**src/rtl/seg_scan_driver_pkg.sv**
```systemverilog
// Shared types and constants for the BCD display path: digit triple layout
// and seven-segment glyph patterns (bit 7 = dp, bits 6:0 = g..a).
package seg_scan_driver_pkg;

    localparam int NUM_DIGITS = 3;

    localparam logic [7:0] SEG_0 = 8'h3F;
    localparam logic [7:0] SEG_1 = 8'h06;
    localparam logic [7:0] SEG_2 = 8'h5B;
    localparam logic [7:0] SEG_3 = 8'h4F;
    localparam logic [7:0] SEG_4 = 8'h66;
    localparam logic [7:0] SEG_5 = 8'h6D;
    localparam logic [7:0] SEG_6 = 8'h7D;
    localparam logic [7:0] SEG_7 = 8'h07;
    localparam logic [7:0] SEG_8 = 8'h7F;
    localparam logic [7:0] SEG_9 = 8'h6F;
    localparam logic [7:0] SEG_E = 8'h79;

    typedef struct packed {
        logic [3:0] hundreds;
        logic [3:0] tens;
        logic [3:0] ones;
    } bcd_triple_t;

endpackage

```
**src/rtl/seg_scan_driver_seg7_encode.sv**
```systemverilog
// Combinational BCD to seven-segment glyph; any non-BCD code shows 'E'.
module seg7_encode
    import seg_scan_driver_pkg::*;
(
    input  logic [3:0] digit,
    output logic [7:0] seg
);

    always_comb begin
        seg = SEG_E;
        case (digit)
            4'd0: seg = SEG_0;
            4'd1: seg = SEG_1;
            4'd2: seg = SEG_2;
            4'd3: seg = SEG_3;
            4'd4: seg = SEG_4;
            4'd5: seg = SEG_5;
            4'd6: seg = SEG_6;
            4'd7: seg = SEG_7;
            4'd8: seg = SEG_8;
            4'd9: seg = SEG_9;
            default: seg = SEG_E;
        endcase
    end

endmodule

```
**src/rtl/seg_scan_driver.sv**
```systemverilog
// Time-multiplexed 3-digit seven-segment driver with frame-synchronous
// shadow/active digit registers, leading-zero blanking and per-slot dead time.
module seg_scan_driver
    import seg_scan_driver_pkg::*;
#(
    parameter int unsigned SCAN_DIV    = 50000,
    parameter int unsigned DEAD_CYCLES = 16
) (
    input  logic       clk,
    input  logic       reset,
    input  logic       update,
    input  logic [3:0] ones,
    input  logic [3:0] tens,
    input  logic [3:0] hundreds,
    output logic [7:0] seg_out,
    output logic [2:0] digit_sel,
    output logic       frame_tick
);

    localparam int CNT_W = $clog2(SCAN_DIV);

    logic [CNT_W-1:0] cnt;
    logic [1:0]       idx;
    logic             first;
    bcd_triple_t      shadow;
    bcd_triple_t      active;

    logic             cnt_last;
    logic             boundary;
    logic             dead;
    logic             blank;
    logic [3:0]       cur_digit;
    logic [7:0]       cur_seg;
    logic [NUM_DIGITS-1:0] sel_onehot;

    assign cnt_last = (cnt == CNT_W'(SCAN_DIV - 1));
    // first marks the cycle right after reset release, which also reloads active
    assign boundary = first | (cnt_last & (idx == 2'd2));
    assign dead     = (32'(cnt) < DEAD_CYCLES);

    always_comb begin
        cur_digit = active.hundreds;
        blank     = 1'b0;
        case (idx)
            2'd0: cur_digit = active.ones;
            2'd1: begin
                cur_digit = active.tens;
                blank     = (active.hundreds == 4'd0) && (active.tens == 4'd0);
            end
            default: begin
                cur_digit = active.hundreds;
                blank     = (active.hundreds == 4'd0);
            end
        endcase
    end

    for (genvar gi = 0; gi < NUM_DIGITS; gi++) begin : g_sel
        assign sel_onehot[gi] = (idx == 2'(gi));
    end

    seg7_encode u_encode (
        .digit (cur_digit),
        .seg   (cur_seg)
    );

    always_ff @(posedge clk or posedge reset) begin
        if (reset) begin
            cnt        <= '0;
            idx        <= 2'd0;
            first      <= 1'b1;
            shadow     <= '0;
            active     <= '0;
            seg_out    <= 8'h00;
            digit_sel  <= 3'b000;
            frame_tick <= 1'b0;
        end else begin
            first <= 1'b0;
            if (cnt_last) begin
                cnt <= '0;
                idx <= (idx == 2'd2) ? 2'd0 : idx + 2'd1;
            end else begin
                cnt <= cnt + 1'b1;
            end
            if (boundary)
                active <= shadow;
            if (update)
                shadow <= '{hundreds: hundreds, tens: tens, ones: ones};
            frame_tick <= boundary;
            if (dead || blank) begin
                seg_out   <= 8'h00;
                digit_sel <= 3'b000;
            end else begin
                seg_out   <= cur_seg;
                digit_sel <= sel_onehot;
            end
        end
    end

endmodule

```
**config.mk**
```make
export PLATFORM = sky130hd
export DESIGN_NAME = seg_scan_driver
export DESIGN_NICKNAME = d
export VERILOG_FILES = /design/src/rtl/seg_scan_driver_pkg.sv /design/src/rtl/seg_scan_driver_seg7_encode.sv /design/src/rtl/seg_scan_driver.sv
export SDC_FILE = /design/constraint.sdc
export NUM_CORES = 1
export LEC_CHECK = 0
export ABC_AREA = 0
export BUFFER_PORTS_ARGS = -buffer_cell sky130_fd_sc_hd__buf_2
export CORE_MARGIN = 4
export CORE_UTILIZATION = 60
export DETAILED_ROUTE_END_ITERATION = 16
export PLACE_DENSITY = 0.91
export SYNTH_ARGS = -nofsm -noshare
export SYNTH_HDL_FRONTEND = slang
export SYNTH_SLANG_ARGS = --single-unit
export TNS_END_PERCENT = 5
```
**constraint.sdc**
```tcl
create_clock -name clk -period 6.59 [get_ports clk]
set_clock_uncertainty 0.15 [all_clocks]
set_input_delay 0 -clock clk [delete_from_list [all_inputs] [get_ports clk]]
set_output_delay 0 -clock clk [all_outputs]
set_load 0.01 [all_outputs]
```
Word level (Yosys, flattened, before mapping). Memory sizes are Yosys's and may differ from the RTL's. Cells that the tools add are included.

Add/subtract/negate cells: 2. Magnitude comparators: 1. Equal/unequal tests: 3. Mux-type cells: 6. Bitwise logic cells: 2. Reductions and logical operators: 5.

Operators by type and width (number): adder 16 x 1 -> 16 bit, second input constant (1); equality test 16 bit, second input constant (1); < comparator 16 x 5 -> 1 bit, second input constant (1); 2-to-1 mux 16 bit (1); zero test 4 bit (2); 2-to-1 mux 8 bit (1); case mux 4 bit (2 select lines) (1); 2-to-1 mux 3 bit (1); adder 2 x 1 -> 2 bit, second input constant (1); equality test 2 x 1 -> 1 bit, second input constant (1); equality test 2 bit, second input constant (1); zero test 2 bit (1); 2-to-1 mux 2 bit (1); case mux 1 bit (2 select lines) (1); bitwise AND 1 bit (1); logical AND 1 bit (1); logical OR 1 bit (1); bitwise OR 1 bit (1).

Flip-flop bits (word level): 55. ROM bits: 112. Input bits: 15. Output and inout port bits: 12. Word-level logic and storage cells: 32. Memories kept: 1.

Memories: (no name shown) (depth 16, width 7, read ports 1, clocked after memory_dff 0, write ports 0, line seg_scan_driver_seg7_encode.sv:11) `case (digit)`.

Logic depth before layout (Yosys ltp).
Depth in word-level cells: 5. Gate-level depth with buffers: 7. Gate-level depth less buffers: 6.

Cells and area by module. A second synthesis with hierarchy kept.

Cells, all modules: 206. Area total of the unflattened synthesis: 2512.4 um^2.

By module, submodules not included: seg_scan_driver (instances 1, cells an instance 177, area an instance 2302.2 um^2, seq. area each 1377.6 um^2); seg7_encode (instances 1, cells an instance 29, area an instance 210.2 um^2, seq. area each 0.0 um^2).

Worst setup path after synthesis. OpenSTA, ideal clock, no wires.

Path kind: reg-to-reg. Start point: register cnt[5]. End point: register active[0] (netlist name). Setup time: 125 ps. Arrival: 2099 ps. Data required time: 6315 ps. Path slack: 4215 ps. Stages on the path, launching flop included: 7. Buffers on the path: 2. Period minus slack after synthesis: 2375 ps. Cells stage by stage: dfrtp_1 buf_6 or4_4 nor4b_4 a31oi_4 buf_6 mux2_4.

Cells in the longest elaborated chain, start to end: 3.

Ends and longest elaborated chain: from (decl) (line seg_scan_driver.sv:22) `logic [CNT_W-1:0] cnt;`; from (signal assigned) (line seg_scan_driver.sv:82) `cnt <= cnt + 1'b1;`; equality test 16 bit (line seg_scan_driver.sv:36) `assign cnt_last = (cnt == CNT_W'(SCAN_DIV - 1));`; bitwise AND 1 bit (line seg_scan_driver.sv:38) `assign boundary = first | (cnt_last & (idx == 2'd2));`; bitwise OR 1 bit (line seg_scan_driver.sv:38); to (signal assigned) (line seg_scan_driver.sv:85) `active <= shadow;`; to (decl) (line seg_scan_driver.sv:26) `bcd_triple_t active;`.

No other way between the ends. A chain may end at the register's enable or synchronous reset.

Worst setup path after layout.
Start point: register cnt[7]. End point: register active[3] (netlist name).

Same word-level chain as after synthesis.

==> impl_metrics.tcl <==
set metrics [dict create \
    die_area_mm2 0.00520 \
    slowest_delay_ns 0.60 \
    worstPathRequired_ns 6.64 \
    portBuffers 25 \
    clock_sinks 54 \
    syn_area_mm2 0.00247 \
    final-seq-area_mm2 0.00135 \
    areaGrowthSynthToFinish_pct 15.3 \
    cts_made_buffers 5 \
    hold_class "in2reg" \
    cp.arrival_ns 2.65 \
    finalSetupTns_ns 0 \
    antenna_found_initial 0 \
    path_max_fanout 13 \
    multi_input_comb_area_mm2 0.00104 \
    min_period_ns 2.60 \
    finalHoldViolations 0 \
    via_per_inst 5.61 \
    via_count 1581 \
    slew_violations 0 \
    rsz0062_at_grt "no" \
    path_clk_slew_ns 0.09 \
    synth_cells 192 \
    combPwrFrac_pct 14.7 \
    fillerInstances 256 \
    track_usage_pct 19.3 \
    clockPowerShare_pct 28.5 \
    dp.final_hpwl_mm 3.01 \
    dp_slack_ns 4.01 \
    hold_ws_ns 0.00594 \
    clockBufferDepth 2 \
    final_antenna_net_count 0 \
    min_path_cells 2 \
    switching_share_pct 24.8 \
    crit_chain "or4_4, nor4b_4, a31oi_4, mux2_4" \
    utilization_pct 71.1 \
    yosysTopAreaCell "dfrtp_1" \
    cpMaxStageDelayCell "nor4b_4" \
    nNetsFinal 251 \
    drc 0 \
    power_density_mw_per_mm2 232 \
    htreeDepth 2 \
    max_slew_margin_pct 29.2 \
    drive_gt1_share_pct 31.9 \
    grt.overflow.total 0 \
    antenna_cells 0 \
    grt_max_degree 55 \
    crit_path_start_kind "flop" \
    path_class "reg2reg" \
    reg2reg_depth 4 \
    ir_drop_mv 0.204 \
    yosysTopAreaCellShare_pct 53.8 \
    core_mm2 0.00400 \
    cts_root_buffer "clkbuf_8" \
    final_cell_mix "dfrtp_1, buf_2, mux2_2" \
    gp_congestion 0.806 \
    synth-edff-count 0 \
    first_pass_iters 4 \
    fp.dieH_um 72.1 \
    ys_seq_elements 54 \
    drt_iter0_drc 116 \
    setup_viol 0 \
    setup_slack_ns 3.99 \
    cts_hold_buffers 14 \
    ys.flop_type "dfrtp_1" \
    p_total_mw 0.661 \
    yosysSeqAreaShare_pct 54.8 \
    ios 27 \
    cp.depth 4 \
    cts_tree "built" \
    synth_area_leaders "dfrtp_1, mux2_2, mux2_4" \
    rrSetupSlack_ns 3.99 \
    grt_pass1_wl_mm 7.74 \
    status "finished clean" \
    final_common_cell "dfrtp_1" \
    post-route-period-util_pct 39.5 \
    die_w_um 72.1 \
    postCtsResizedCells 0 \
    leakage_nw 1.27 \
    worstMarginPinSlew_ns 1.06 \
    start_util_pct 61.7 \
    clock.fmax_mhz 385 \
    ys.warnings.count 0 \
    insertion_delay_ns 0.30 \
    yosysUniqueCellTypes 44 \
    endpoint_kind "flop" \
    path_delay_family "simple AND/OR/NAND/NOR gates" \
    syn_avg_cell_area_um2 12.8 \
    power.internal_mw 0.497 \
    wire_per_inst_um 15.3 \
    async_reset_ff_share_pct 100 \
    seqPwrFrac_pct 56.8 \
    wirelength_mm 4.33 \
    row_count 23 \
    maxCapViolations 0 \
    postCtsSetupRepairBufs 0 \
    cp.buffers_inverters 0 \
    power.switching_mw 0.164 \
    first_global_vias 1642 \
]
worst paths after layout:
| kind | startpoint | to |
|---|---|---|
| worst max-delay path | cnt[7]$_DFF_PP0_ | active[3]$_DFFE_PP0P_ |
| max in group asynchronous | reset | active[5]$_DFFE_PP0P_ |
| min in group asynchronous | reset | shadow[2]$_DFFE_PP0P_ |
| worst min-delay path | update | shadow[4]$_DFFE_PP0P_ |
| worst min register to register | cnt[0]$_DFF_PP0_ | cnt[0]$_DFF_PP0_ |
| worst max register to register | cnt[7]$_DFF_PP0_ | active[3]$_DFFE_PP0P_ |
layout make-up:
cell class	instances	area share, %
Clock buffer	6	2.90
Inverter	7	0.924
Sequential cell	54	47.6
Timing Repair Buffer	39	9.33
Clock inverter	2	0.440
Multi-Input combinational cell	124	36.6
Tap cell	50	2.20
registers in the layout, summed over array words and instances (netlist names):
signal	count
seg_out	7
shadow	12
cnt	16
idx	2
frame_tick	1
first	1
digit_sel	3
active	12
layer usage:
| metal | part of all wire [%] | GRT usage (%) | wire length (um) |
|---|---|---|---|
| met2 | 50 | 30.9 | 2170 |
| met5 | 0 | 0 | 0 |
| met4 | 1.3 | 7.10 | 55 |
| met1 | 44 | 25.6 | 1900 |
| met3 | 4.6 | 4.57 | 201 |
cells by family after synthesis:
group	count (synthesis)	share of synthesized area, %
xor gates and xnor gates	10	3.55
muxes	35	17.1
other	1	0.152
buffers and inverters	15	3.04
adders and majority gates	5	2.54
DFF	54	54.8
and+or+nand+nor	50	12.5
AOI/OAI and AO/OA	22	6.29
power by group through the flow:
stage	registers, mW	logic [mW]	clock network [mW]
5_1_grt	0.379	0.107	0.206
6_report	0.375	0.0970	0.188
4_1_cts	0.375	0.0973	0.192
3_5_place_dp	0.382	0.0899	0
3_3_place_gp	0.379	0.0857	0
2_1_floorplan	0.381	0.0623	0
per-stage QoR:
step           area, um2  cells
6_report            2840    282
5_1_grt             2840    282
4_1_cts             2840    282
3_5_place_dp        2610    260
3_3_place_gp        2610    260
2_1_floorplan       2470    193
Yosys cell counts, drive strengths merged (6+ instances only):
cell type and count:
inv 7, a21oi 8, or4 6, nand3 6, nand2 8, dfrtp 53
nor2 7, mux2 30
Note: power is estimated with default switching activity, not from simulation.
